## src/rtl/adder_pkg.sv

```systemverilog
// adder_pkg: stage-count and slice-offset helpers for the pipelined CLA adder
package adder_pkg;

    function automatic int stage_count(input int width, input int slice);
        return (slice > 0) ? width / slice : 1;
    endfunction

    function automatic int slice_lo(input int k, input int slice);
        return k * slice;
    endfunction

endpackage

```

## src/rtl/cla_slice.sv

```systemverilog
// cla_slice: combinational SLICE-bit carry-lookahead group with group generate/propagate
module cla_slice #(
    parameter int SLICE = 8
) (
    input  logic [SLICE-1:0] a,
    input  logic [SLICE-1:0] b,
    input  logic             cin,
    output logic [SLICE-1:0] s,
    output logic             cout,
    output logic             g,
    output logic             p
);
    logic [SLICE-1:0] w_g, w_p;
    logic [SLICE:0]   w_c;
    logic             w_acc, w_t;

    assign w_g = a & b;
    assign w_p = a ^ b;

    // each carry is the fully expanded sum of products, not a ripple chain
    always_comb begin
        w_c   = '0;
        w_acc = 1'b0;
        w_t   = 1'b0;
        g     = 1'b0;
        w_c[0] = cin;
        for (int i = 0; i < SLICE; i++) begin
            w_acc = w_g[i];
            w_t   = w_p[i];
            for (int j = i - 1; j >= 0; j--) begin
                w_acc = w_acc | (w_t & w_g[j]);
                w_t   = w_t & w_p[j];
            end
            if (i == SLICE - 1) g = w_acc;
            w_c[i+1] = w_acc | (w_t & cin);
        end
    end

    assign p    = &w_p;
    assign s    = w_p ^ w_c[SLICE-1:0];
    assign cout = w_c[SLICE];

endmodule

```

## src/rtl/pipelined_cla_adder.sv

```systemverilog
// pipelined_cla_adder: carry-pipelined CLA adder/subtractor, one SLICE-bit group per stage
module pipelined_cla_adder
    import adder_pkg::*;
#(
    parameter int WIDTH = 32,
    parameter int SLICE = 8
) (
    input  logic             clk,
    input  logic             rst,
    input  logic             in_valid,
    output logic             in_ready,
    input  logic [WIDTH-1:0] A,
    input  logic [WIDTH-1:0] B,
    input  logic             Cin,
    input  logic             Sub,
    output logic             out_valid,
    input  logic             out_ready,
    output logic [WIDTH-1:0] S,
    output logic             Cout,
    output logic             overFlow,
    output logic             Zero
);
    localparam int STAGES = stage_count(WIDTH, SLICE);

    logic             w_en;
    logic             w_c0;
    logic [WIDTH-1:0] w_bx;

    if (SLICE < 1 || SLICE > WIDTH || WIDTH % SLICE != 0) begin : g_bad_cfg
        $error("pipelined_cla_adder: WIDTH must be a positive multiple of SLICE");
    end

    assign w_en     = !out_valid || out_ready;
    assign in_ready = w_en;
    assign w_bx     = Sub ? ~B : B;
    assign w_c0     = Sub ? ~Cin : Cin;

    // stage k consumes the low slice of the remaining operands and prepends its sum slice
    genvar k;
    for (k = 0; k < STAGES; k++) begin : g_st
        localparam int LO = slice_lo(k, SLICE);
        logic [WIDTH-LO-1:0] w_pa, w_pb;
        logic [LO+SLICE-1:0] w_ns;
        logic [LO+SLICE-1:0] r_s;
        logic [SLICE-1:0]    w_sum;
        logic [1:0]          w_unused_gp;
        logic                w_pv, w_cin, w_co;
        logic                r_v, r_c;

        if (k == 0) begin : g_first
            assign w_pa  = A;
            assign w_pb  = w_bx;
            assign w_pv  = in_valid;
            assign w_cin = w_c0;
            assign w_ns  = w_sum;
        end else begin : g_next
            assign w_pa  = g_st[k-1].g_fwd.r_a;
            assign w_pb  = g_st[k-1].g_fwd.r_b;
            assign w_pv  = g_st[k-1].r_v;
            assign w_cin = g_st[k-1].r_c;
            assign w_ns  = {w_sum, g_st[k-1].r_s};
        end

        cla_slice #(.SLICE(SLICE)) u_slice (
            .a    (w_pa[SLICE-1:0]),
            .b    (w_pb[SLICE-1:0]),
            .cin  (w_cin),
            .s    (w_sum),
            .cout (w_co),
            .g    (w_unused_gp[0]),
            .p    (w_unused_gp[1])
        );

        always_ff @(posedge clk or posedge rst) begin
            if (rst) begin
                r_v <= 1'b0;
                r_c <= 1'b0;
                r_s <= '0;
            end else if (w_en) begin
                r_v <= w_pv;
                r_c <= w_co;
                r_s <= w_ns;
            end
        end

        if (k < STAGES - 1) begin : g_fwd
            logic [WIDTH-LO-SLICE-1:0] r_a, r_b;
            always_ff @(posedge clk or posedge rst) begin
                if (rst) begin
                    r_a <= '0;
                    r_b <= '0;
                end else if (w_en) begin
                    r_a <= w_pa[WIDTH-LO-1:SLICE];
                    r_b <= w_pb[WIDTH-LO-1:SLICE];
                end
            end
        end

        // the top slice still carries the A/Bx sign bits, so flags are formed here
        if (k == STAGES - 1) begin : g_last
            logic r_ov, r_z;
            always_ff @(posedge clk or posedge rst) begin
                if (rst) begin
                    r_ov <= 1'b0;
                    r_z  <= 1'b0;
                end else if (w_en) begin
                    r_ov <= (w_pa[SLICE-1] == w_pb[SLICE-1]) && (w_sum[SLICE-1] != w_pa[SLICE-1]);
                    r_z  <= ~|w_ns;
                end
            end
        end
    end

    assign out_valid = g_st[STAGES-1].r_v;
    assign S         = g_st[STAGES-1].r_s;
    assign Cout      = g_st[STAGES-1].r_c;
    assign overFlow  = g_st[STAGES-1].g_last.r_ov;
    assign Zero      = g_st[STAGES-1].g_last.r_z;

endmodule

```

## config.mk

```make
export PLATFORM = sky130hd
export DESIGN_NAME = pipelined_cla_adder
export DESIGN_NICKNAME = d
export VERILOG_FILES = /design/src/rtl/adder_pkg.sv /design/src/rtl/cla_slice.sv /design/src/rtl/pipelined_cla_adder.sv
export SDC_FILE = /design/constraint.sdc
export NUM_CORES = 1
export LEC_CHECK = 0
export CAP_MARGIN = 40
export CORE_ASPECT_RATIO = 1.2
export CORE_UTILIZATION = 35
export CTS_BUF_LIST = sky130_fd_sc_hd__clkbuf_16
export DETAILED_ROUTE_END_ITERATION = 10
export PLACE_DENSITY_LB_ADDON = 0.15
export SYNTH_ARGS = -nofsm -noshare
export SYNTH_HDL_FRONTEND = slang
export SYNTH_SLANG_ARGS = --single-unit
```

## constraint.sdc

```tcl
create_clock -name clk -period 7.03 [get_ports clk]
set_input_delay 0.703 -clock clk [delete_from_list [all_inputs] [get_ports clk]]
set_output_delay 0.703 -clock clk [all_outputs]
set_load 0.005 [all_outputs]
```

-- Word-level counts from Yosys, hierarchy flattened
Index checks and enable logic that the tools add are counted.
- register bits after elaboration: 186
- output and inout port bits: 37
- word-level logic and storage cells: 443
- equality and inequality tests: 2
- mux-type cells: 2
- bitwise gates (word level): 414
- reductions and logical operators: 5
- operators by type and width (cell ; count):
    bitwise AND 1 bit ; 256
    OR 1 bit ; 144
    XOR 8 bit ; 8
    bitwise AND 8 bit ; 4
    2-to-1 mux 32 bit ; 1
    inverter 32 bit ; 1
    OR reduction 32 bit ; 1
    logical NOT 1 bit ; 2
    == test 1 bit ; 1
    logical AND 1 bit ; 1
    logical OR 1 bit ; 1
    2-to-1 mux 1 bit ; 1
    != test 1 bit ; 1
    inverter 1 bit ; 1

-- Depth between registers and ports, before layout
Gate-level depths: netlist of the first run.
- word-level depth: 12
- depth in mapped cells: 9

-- Cells and area by module
A second synthesis of the first run with hierarchy kept.
- cell total of the unflattened synthesis: 1006
- area total of the unflattened synthesis: 8956.1 µm²
- by module, submodules not included (module ; instances ; cells each ; area an instance (µm²) ; sequential area each (µm²)):
    pipelined_cla_adder ; 1 ; 810 ; 7422.1 ; 4654.5
    cla_slice at g_st[1].u_slice ... ; 2 ; 55 ; 401.6 ; 0.0
    cla_slice at g_st[3].u_slice ; 1 ; 45 ; 369.1 ; 0.0
    cla_slice at g_st[0].u_slice ; 1 ; 41 ; 361.6 ; 0.0

-- Worst setup path before layout of the first run
No wires, ideal clock.
- path kind: input port to flip-flop
- from: in Sub
- to: reg g_st[0].r_s[5]
- data arrival time: 2576 ps
- setup slack: 4322 ps
- cell stages on the path: 9
- buffers on the path: 2
- path through: buf_6 buf_2 xor2_1 ha_1 o21a_1 o21ai_0 o21bai_2 a2111oi_4 a211oi_2
- longest elaborated chain between the ends: 9
- ends and longest elaborated chain (element ; RTL line ; RTL):
    start: declaration ; pipelined_cla_adder.sv:15 ; input logic Sub,
    2-to-1 mux 32 bit ; pipelined_cla_adder.sv:35 ; assign w_bx = Sub ? ~B : B;
    XOR 8 bit / bitwise AND 8 bit (equally long branches) ; cla_slice.sv:18, cla_slice.sv:17 ;
    bitwise AND 1 bit, on equally long branches ; cla_slice.sv:31, cla_slice.sv:32 ;
    OR 1 bit, or another cell as far along (3 in a row) ; cla_slice.sv:31 ; w_acc = w_acc | (w_t & w_g[j]);
    OR 1 bit / bitwise AND 1 bit (equally long branches) ; cla_slice.sv:31, cla_slice.sv:35 ;
    OR 1 bit ; cla_slice.sv:35 ; w_c[i+1] = w_acc | (w_t & cin);
    XOR 8 bit * ; cla_slice.sv:40 ; assign s = w_p ^ w_c[SLICE-1:0];
    end signal: assignment ; pipelined_cla_adder.sv:82 ; r_s <= w_ns;
    end: declaration ; pipelined_cla_adder.sv:44 ; logic [LO+SLICE-1:0] r_s;
Mark *: on every way between the ends. The rest lies on a longest branch, timed or not.
A chain may end at the register's enable or synchronous reset.

-- Worst setup path after layout of the first run
- from: in out_ready
- to: out in_ready
- longest elaborated chain between the ends: 1
- ends and longest elaborated chain (element ; RTL line ; RTL):
    start: declaration ; pipelined_cla_adder.sv:17 ; input logic out_ready,
    logical OR 1 bit ; pipelined_cla_adder.sv:33 ; assign w_en = !out_valid || out_ready;
    end: declaration ; pipelined_cla_adder.sv:11 ; output logic in_ready,
Every way passes these cells.

==> results.json, run 1 <==
{
  "status": "finished clean",
  "htree_levels": 4,
  "grt_pass1_wl_um": 31500,
  "synth_edf_count": 0,
  "first_pass_iters": 4,
  "rows": 62,
  "ys_async_sr_fraction": 1.00,
  "drc": 0,
  "via_per_inst": 4.60,
  "critPathRequiredTime_ns": 6.33,
  "clk_latency_ns": 0.44,
  "tightest_slew_ns": 0.754,
  "final_cell_mix": "nand2_1, dfrtp_1, clkdlybuf4s50_1",
  "start_util": 0.358,
  "cts-root-buf": "clkbuf_16",
  "finalMaxSlewViolations": 0,
  "cts_tree": "built",
  "final_antenna_net_count": 0,
  "fmax_mhz": 315,
  "fp.dieH_um": 174,
  "instances_no_fill": 1364,
  "wire_per_inst_um": 13.3,
  "cts.sinks": 186,
  "final-hold-violation-count": 0,
  "yosysWarnings": 0,
  "overflow": 0,
  "period_share": 0.452,
  "cap_violations": 0,
  "drive_gt1_frac": 0.0556,
  "power.leakage_nw": 5.03,
  "grt_max_degree": 82,
  "ios": 107,
  "critPathCaptureType": "primary output",
  "drt_wl_total_um": 18200,
  "tns_ns": 0,
  "hp-start": "g_st[0].g_fwd.r_a[16]",
  "grt_pass1_vias": 6233,
  "syn_area_um2": 8580,
  "met1_usage": 0.218,
  "whs_ns": 0.467,
  "track_usage": 0.155,
  "grt_use_met2": 0.240,
  "cp_data_arrival_time_ns": 2.47,
  "hold_path_class": "reg2reg",
  "area_growth_pct": 24.0,
  "yosys.area.top_type": "dfrtp_1",
  "yosys-top-cells-area": "dfrtp_1, nand2_1, ha_1",
  "startpoint": "out_ready",
  "slew_headroom": 0.498,
  "path_clk_slew_ns": 0.07,
  "yosysSeqAreaShare": 0.543,
  "rsz0062_at_grt": "false",
  "power.density_nw_per_um2": 438,
  "vias": 6271,
  "worstPathMaxFanout": 40,
  "r2r_start": "out_valid",
  "period_minus_slack_ns": 3.18,
  "nNetsFinal": 1138,
  "dp.cells": 1332,
  "core-area_um2": 24000,
  "gp_congestion": 0.753,
  "final_common_cell": "nand2_1",
  "synth-main-ff-cell": "dfrtp_1",
  "finalClockSkew_ns": 0.0134,
  "cts_buffers": 17,
  "nFillCells": 2420,
  "n_antenna_cell": 0,
  "antenna_found_initial": 0,
  "synth_nets": 1048,
  "portBuffers": 106,
  "worstSetupStartpointType": "input pin",
  "ctsResizeCount": 0,
  "crit_type": "in2out",
  "fp.dieW_um": 145,
  "ir_drop_uv": 162,
  "dp_hpwl_um": 12700,
  "postCtsHoldBufs": 0,
  "gr-usage-met3": 0.0316,
  "cts_buffer_depth": 2,
  "setup-violations-final": 0,
  "die_area_um2": 25100,
  "syn_inst": 941,
  "grt.busiest_layer": "met2",
  "synth_seq_cells": 186,
  "cts_setup_buffers": 0,
  "post-route-util": 0.444,
  "yosysUniqueCellTypes": 47,
  "drt-initial-drc-count": 367,
  "synth_area_per_cell_um2": 9.12,
  "synth_top_area_frac": 0.543
}
## synthesized netlist by cell type (all sizes together) (6+ instances only)
cell type	number
nor3	14
xor2	16
xnor2	35
o31ai	6
nor2	31
a21o	6
nand2	414
clkbuf	38
dfrtp	186
o21ai	37
ha	33
nand3	10
inv	14
buf	7
a21oi	32
## where the power goes
part	leakage, nW	switching (mW)	internal (mW)
Clock	0.292	0.461	0.510
Combinational	2.51	0.992	0.845
Sequential	2.23	0.305	1.55
## logic make-up (layout without fill, tap and decap cells)
logic type      count (synthesis)  in the layout  synth area share
flops                         186            186             0.543
fa+ha+maj                      37             37            0.0575
mux                             3              3           0.00394
simple gates                  492            492             0.226
buf+inv                        60            163            0.0274
compound gates                112            112            0.0900
xor+xnor                       51             51            0.0529
## area by class of cell
class                   count  area (um^2)  area share
well taps                 320          400      0.0376
clock inverters            15          176      0.0166
inverters                  15         63.8     0.00600
repair buffers            116         1220       0.115
multi-input cells         695         3700       0.347
flip-flops and latches    186         4650       0.437
clock buffers              17          425      0.0400
## critical path, stage by stage
cell and delay [ns]:
clkdlybuf4s50_1 0.50, nor2b_4 0.04, buf_4 0.22, inv_4 0.34, clkdlybuf4s50_1 0.64
## per-stage QoR
| step | area [um^2] | power (mW) | setup slack [ns] |
|---|---|---|---|
| final | 10600 | 4.66 | 3.85 |
| after global routing | 10600 | 5.08 | 3.71 |
| after CTS | 10600 | 4.74 | 3.83 |
| after detailed placement | 10000 | 3.75 | 3.60 |
| after global placement | 9910 | 3.70 | 3.29 |
| after floorplan | 8580 | 3.08 | 1.27 |
## registers in the layout, indices dropped and copies added, names as in the netlist
register	cells
Cout	1
S	32
Zero	1
g_st.g_fwd.r_a	48
g_st.g_fwd.r_b	48
g_st.r_c	3
g_st.r_s	48
g_st.r_v	3
out_valid	1
overFlow	1
## layer usage
metal | up-vias | wire [um]
li1 | 3262 | -
met1 | 2910 | 9190
met2 | 86 | 8250
met3 | 13 | 541
met4 | 0 | 202
met5 | - | 0
## final timing paths
check | to | slack (ns) | depth (start not counted)
max | in_ready | 3.85 | 5
min | g_st[0].g_fwd.r_a[16] | 0.47 | 2
max reg2reg | Zero | 4.36 | 8
min reg2reg | g_st[0].g_fwd.r_a[16] | 0.47 | 2
max in group asynchronous | g_st[1].g_fwd.r_a[4] | 5.55 | 4
min in group asynchronous | S[7] | 0.57 | 2
(Power assumes the default switching activity.)
==> run 2, diff against run 1 <==
==> constraint.sdc (replaced) <==
create_clock -name clk -period 2.9 [get_ports clk]
set_input_delay 0.29 -clock clk [delete_from_list [all_inputs] [get_ports clk]]
set_output_delay 0.29 -clock clk [all_outputs]
set_load 0.005 [all_outputs]
==> run 2 against run 1 <==
Against the previous run: critical path depth is 2 lower; clock skew hardly changed; via count is 0.33% lower; largest cell class unchanged; worst hold slack worse by 0.085 ns; worst setup slack worse by 3.1 ns; non-clock buffer count is 3 lower; combinational power is 140% higher; critical endpoint unchanged; core utilization is 0.28 points lower.
==> results.json, run 2 (synthesis results as in run 1) <==
{
  "status": "finished clean",
  "worstPathMaxFanout": 35,
  "cts_buffer_depth": 2,
  "grt_pass1_vias": 6173,
  "overflow": 0,
  "postCtsHoldBufs": 0,
  "portBuffers": 106,
  "final_cell_area_um2": 10600,
  "cts_tree": "built",
  "hp-start": "A[12]",
  "path_clk_slew_ns": 0.07,
  "worstSetupStartpointType": "flip-flop",
  "tns_ns": 0,
  "tightest_slew_ns": 0.888,
  "cts_buffers": 17,
  "worst-path-buf-inv": 2,
  "placed_cell_area_um2": 9970,
  "reg.largest.list": "g_st.g_fwd.r_a: 48 flops, g_st.g_fwd.r_b: 48 flops, g_st.r_s: 48 flops",
  "p_comb_frac": 0.394,
  "clockPowerShare": 0.208,
  "setup-violations-final": 0,
  "power.density_nw_per_um2": 1070,
  "gp_congestion": 0.799,
  "first_pass_iters": 4,
  "crit_type": "reg2out",
  "ir_drop_uv": 487,
  "p_int_mw": 7.02,
  "final_common_cell": "nand2_1",
  "fmax_mhz": 458,
  "wire_per_inst_um": 13.2,
  "setup_ws_ns": 0.717,
  "grt_pass1_wl_um": 31000,
  "cap_violations": 0,
  "final_antenna_net_count": 0,
  "drt-initial-drc-count": 318,
  "cts-root-buf": "clkbuf_16",
  "clk_latency_ns": 0.44,
  "cp_data_arrival_time_ns": 1.89,
  "period_minus_slack_ns": 2.18,
  "ios": 107,
  "finalMaxSlewViolations": 0,
  "max_stage_delay_ns": 0.61,
  "power.leakage_nw": 4.99,
  "via_per_inst": 4.59,
  "placement.setup.worst_slack_ns": 0.366,
  "slowest_stage": "clkdlybuf4s50_1",
  "final_cell_mix": "nand2_1, dfrtp_1, clkdlybuf4s50_1",
  "fp.dieH_um": 174,
  "r2r_start": "g_st[2].g_fwd.r_b[2]",
  "drt_wl_total_um": 18000,
  "dp_hpwl_um": 12300,
  "fp.dieW_um": 145,
  "startpoint": "out_valid",
  "critical-path-top-delay-family": "buffers and inverters",
  "drive_gt1_frac": 0.0528,
  "grt_max_degree": 197,
  "rows": 62,
  "start_util": 0.358,
  "die_area_um2": 25100,
  "antenna_found_initial": 0,
  "netSwitchingFraction": 0.377,
  "nNetsFinal": 1135,
  "cts_setup_buffers": 0,
  "vias": 6250,
  "cp_cell_sequence": "nor2b_4 > inv_4 > clkdlybuf4s50_1",
  "hold_path_class": "in2reg",
  "period_share": 0.753,
  "slew_headroom": 0.408,
  "switching_power_mw": 4.25,
  "core-area_um2": 24000,
  "htree_levels": 4,
  "critPathCaptureType": "primary output",
  "area_growth_pct": 23.3,
  "cts.sinks": 186,
  "rsz0062_at_grt": "false",
  "critPathRequiredTime_ns": 2.61,
  "n_antenna_cell": 0,
  "ctsResizeCount": 0,
  "drc": 0,
  "power_frac_seq": 0.398,
  "final-hold-violation-count": 0,
  "finalClockSkew_ns": 0.0132,
  "track_usage": 0.152
}
[run 2: changes by cell type in the layout (fill, tap and decap cells not counted), sizes merged]
cell,before,now
buf,11,8
clkinvlp,1,3
clkinv,7,4
inv,21,22
[run 2: worst min-delay path: stages]
cell             delay, ns
clkdlybuf4s50_1       0.39
nand2_1               0.05
nand2_1               0.04
[run 2: path summary, 6_finish.rpt]
kind / slack [ns] / endpoint / cells after the start
max in group asynchronous: 1.93 / g_st[0].g_fwd.r_b[3] / 3
max reg2reg: 0.75 / Zero / 6
max: 0.72 / in_ready / 3
min: 0.38 / g_st[0].g_fwd.r_a[4] / 3
min in group asynchronous: 0.41 / g_st[2].r_s[1] / 3
min reg2reg: 0.46 / g_st[2].r_v / 2
[run 2: area by class of cell]
type | instances | area [um^2]
Tap cell | 320 | 400
Fill cell | 2417 | 13400
Sequential cell | 186 | 4650
Clock buffer | 17 | 425
Multi-Input combinational cell | 695 | 3700
Clock inverter | 15 | 176
Inverter | 15 | 62.6
Timing Repair Buffer | 113 | 1160
[run 2: power by group through the flow]
stage / logic (mW) / clock network (mW) / registers [mW]
2_1_floorplan: 3.13 / 0 / 4.34
3_3_place_gp: 4.43 / 0 / 4.53
3_5_place_dp: 4.49 / 0 / 4.56
4_1_cts: 4.51 / 2.42 / 4.52
5_1_grt: 5.08 / 2.52 / 4.66
6_report: 4.44 / 2.35 / 4.49
[run 2: per-stage QoR]
stage | util | hold slack [ns] | std cells | total power [mW]
3_5_place_dp | 0.416 | 0.447 | 1329 | 9.05
6_report | 0.441 | 0.382 | 1361 | 11.3
4_1_cts | 0.441 | 0.365 | 1361 | 11.4
5_1_grt | 0.441 | 0.384 | 1361 | 12.3
3_3_place_gp | 0.416 | 0.443 | 1329 | 8.96
2_1_floorplan | - | 0.402 | 941 | 7.47
[run 2: layer usage]
| layer | GRT usage | wire length (um) | up-vias |
|---|---|---|---|
| met5 | 0 | 0 | - |
| met4 | 0.0505 | 245 | 0 |
| met3 | 0.0258 | 534 | 16 |
| met2 | 0.232 | 7990 | 92 |
| met1 | 0.220 | 9230 | 2902 |
| li1 | - | - | 3240 |
==> run 3, diff against run 2 <==
==> constraint.sdc (replaced) <==
create_clock -name clk -period 2.25 [get_ports clk]
set_input_delay 0.225 -clock clk [delete_from_list [all_inputs] [get_ports clk]]
set_output_delay 0.225 -clock clk [all_outputs]
set_load 0.005 [all_outputs]
==> run 3 against run 2 <==
Against the previous run: worst hold slack worse by 0.20 ns; first-iteration DRC count grew 11%; non-clock buffer count increased by 16; final area is 1.4% higher; sequential power increased by 29%; count of clock-buffer cells in the layout unchanged; via count up 1.0%; sequential share of layout area shrank 0.61 points; combinational power increased by 32%; largest cell class unchanged.
==> results.json, run 3 (synthesis results as in run 1) <==
{
  "status": "finished clean",
  "cp_cell_sequence": "fa_1 > nor4_1 > nand2_1 > nor3_2 > nand4_1 > o41ai_1",
  "tightest_slew_ns": 0.499,
  "fmax_mhz": 475,
  "cts-root-buf": "clkbuf_16",
  "cts_buffer_depth": 2,
  "critPathCaptureType": "flip-flop",
  "period_minus_slack_ns": 2.10,
  "clk_latency_ns": 0.43,
  "critical-path-top-delay-family": "simple AND/OR/NAND/NOR gates",
  "gp_congestion": 0.762,
  "via_per_inst": 4.59,
  "cap_violations": 0,
  "finalMaxSlewViolations": 0,
  "cp_data_arrival_time_ns": 2.42,
  "area_growth_pct": 25.0,
  "fp.dieW_um": 145,
  "rsz0062_at_grt": "false",
  "start_util": 0.358,
  "power_frac_seq": 0.397,
  "power.leakage_nw": 5.08,
  "switching_power_mw": 5.37,
  "drive_gt1_frac": 0.0653,
  "cts_setup_buffers": 0,
  "critPathRequiredTime_ns": 2.56,
  "first_pass_iters": 4,
  "power.density_nw_per_um2": 1360,
  "htree_levels": 4,
  "n_antenna_cell": 0,
  "final-hold-violation-count": 0,
  "rows": 62,
  "track_usage": 0.155,
  "grt_pass1_vias": 6232,
  "core-area_um2": 24000,
  "nFillCells": 2381,
  "crit_type": "reg2reg",
  "wire_per_inst_um": 13.2,
  "cts_tree": "built",
  "drc": 0,
  "portBuffers": 106,
  "overflow": 0,
  "drt_wl_total_um": 18200,
  "vias": 6314,
  "cts_buffers": 17,
  "final_common_cell": "nand2_1",
  "worstSetupStartpointType": "flip-flop",
  "ir_drop_uv": 596,
  "max_stage_delay_ns": 0.54,
  "dp_hpwl_um": 13200,
  "slowest_stage": "fa_1",
  "worstPathMaxFanout": 3,
  "p_comb_frac": 0.401,
  "die_area_um2": 25100,
  "post-route-util": 0.447,
  "cts.sinks": 186,
  "grt_pass1_wl_um": 31500,
  "nNetsFinal": 1151,
  "worst-path-buf-inv": 0,
  "period_share": 0.935,
  "antenna_found_initial": 0,
  "setup-violations-final": 0,
  "final_cell_mix": "nand2_1, dfrtp_1, clkdlybuf4s50_1",
  "final_antenna_net_count": 0,
  "power_mw": 14.6,
  "netSwitchingFraction": 0.368,
  "hold_path_class": "in2async",
  "path_clk_slew_ns": 0.07,
  "ios": 107,
  "p_int_mw": 9.20,
  "fp.dieH_um": 174,
  "finalClockSkew_ns": 0.00857,
  "slew_headroom": 0.667,
  "reg.largest.list": "g_st.g_fwd.r_a: 48 flops, g_st.g_fwd.r_b: 48 flops, g_st.r_s: 48 flops",
  "grt_max_degree": 95,
  "clockPowerShare": 0.202,
  "drt-initial-drc-count": 353
}
==> run 3: cell count changes in the layout (fill, tap and decap cells not counted), sizes merged <==
cell      before  now
clkinvlp       3    2
bufinv         1    2
clkinv         4    7
buf            8   24
inv           22   19
==> run 3: worst paths after layout <==
kind	startpoint	endpoint	slack, ns	cells after the start
max	g_st[2].g_fwd.r_a[0]	Zero	0.15	6
min	rst	S[3]	0.18	2
max reg2reg	g_st[2].g_fwd.r_a[0]	Zero	0.15	6
min reg2reg	g_st[2].r_v	g_st[2].r_v	0.46	2
max in group asynchronous	rst	g_st[0].g_fwd.r_a[23]	1.44	3
min in group clk	A[12]	g_st[0].g_fwd.r_a[4]	0.32	3
==> run 3: timing repair <==
action                                  CTS  global route
gates resized for setup                   0             2
endpoints found under the setup margin    0             2
hold buffers                              0             0
==> run 3: cell type report <==
cell class                 instances  area (um^2)  area share
tap                              320          400      0.0373
timing repair buffer             129         1320       0.123
clock buffer                      17          425      0.0397
clock inverter                    15          149      0.0139
sequential                       186         4650       0.434
inverter                          15         62.6     0.00583
multi-input combinational        695         3710       0.346
==> run 3: layer usage <==
layer / wire length (um) / global-route usage / vias up / share of wire
met2: 8190 / 0.234 / 89 / 0.45
met4: 276 / 0.0567 / 0 / 0.015
li1: - / - / 3279 / -
met5: 0 / 0 / - / 0
met3: 469 / 0.0234 / 16 / 0.026
met1: 9260 / 0.225 / 2930 / 0.51
==> run 3: through the flow <==
| step | hold WS (ns) | std cells | setup TNS (ns) | setup slack, ns | instance area (um^2) |
|---|---|---|---|---|---|
| floorplan | 0.337 | 941 | -68.36 | -0.368 | 8580 |
| global placement | 0.441 | 1345 | -0.106 | -0.0892 | 10100 |
| detailed placement | 0.447 | 1345 | -0.137 | -0.108 | 10100 |
| CTS | 0.183 | 1377 | 0 | 0.0831 | 10700 |
| global route | 0.196 | 1377 | 0 | 0.0299 | 10700 |
| finish | 0.184 | 1377 | 0 | 0.145 | 10700 |
==> run 3: power groups by stage <==
stage | clock (mW) | sequential, mW | combinational (mW)
6_report | 2.95 | 5.78 | 5.84
3_5_place_dp | 0 | 5.86 | 5.90
4_1_cts | 3.04 | 5.80 | 5.93
5_1_grt | 3.17 | 5.99 | 6.68
2_1_floorplan | 0 | 5.60 | 4.03
3_3_place_gp | 0 | 5.83 | 5.82
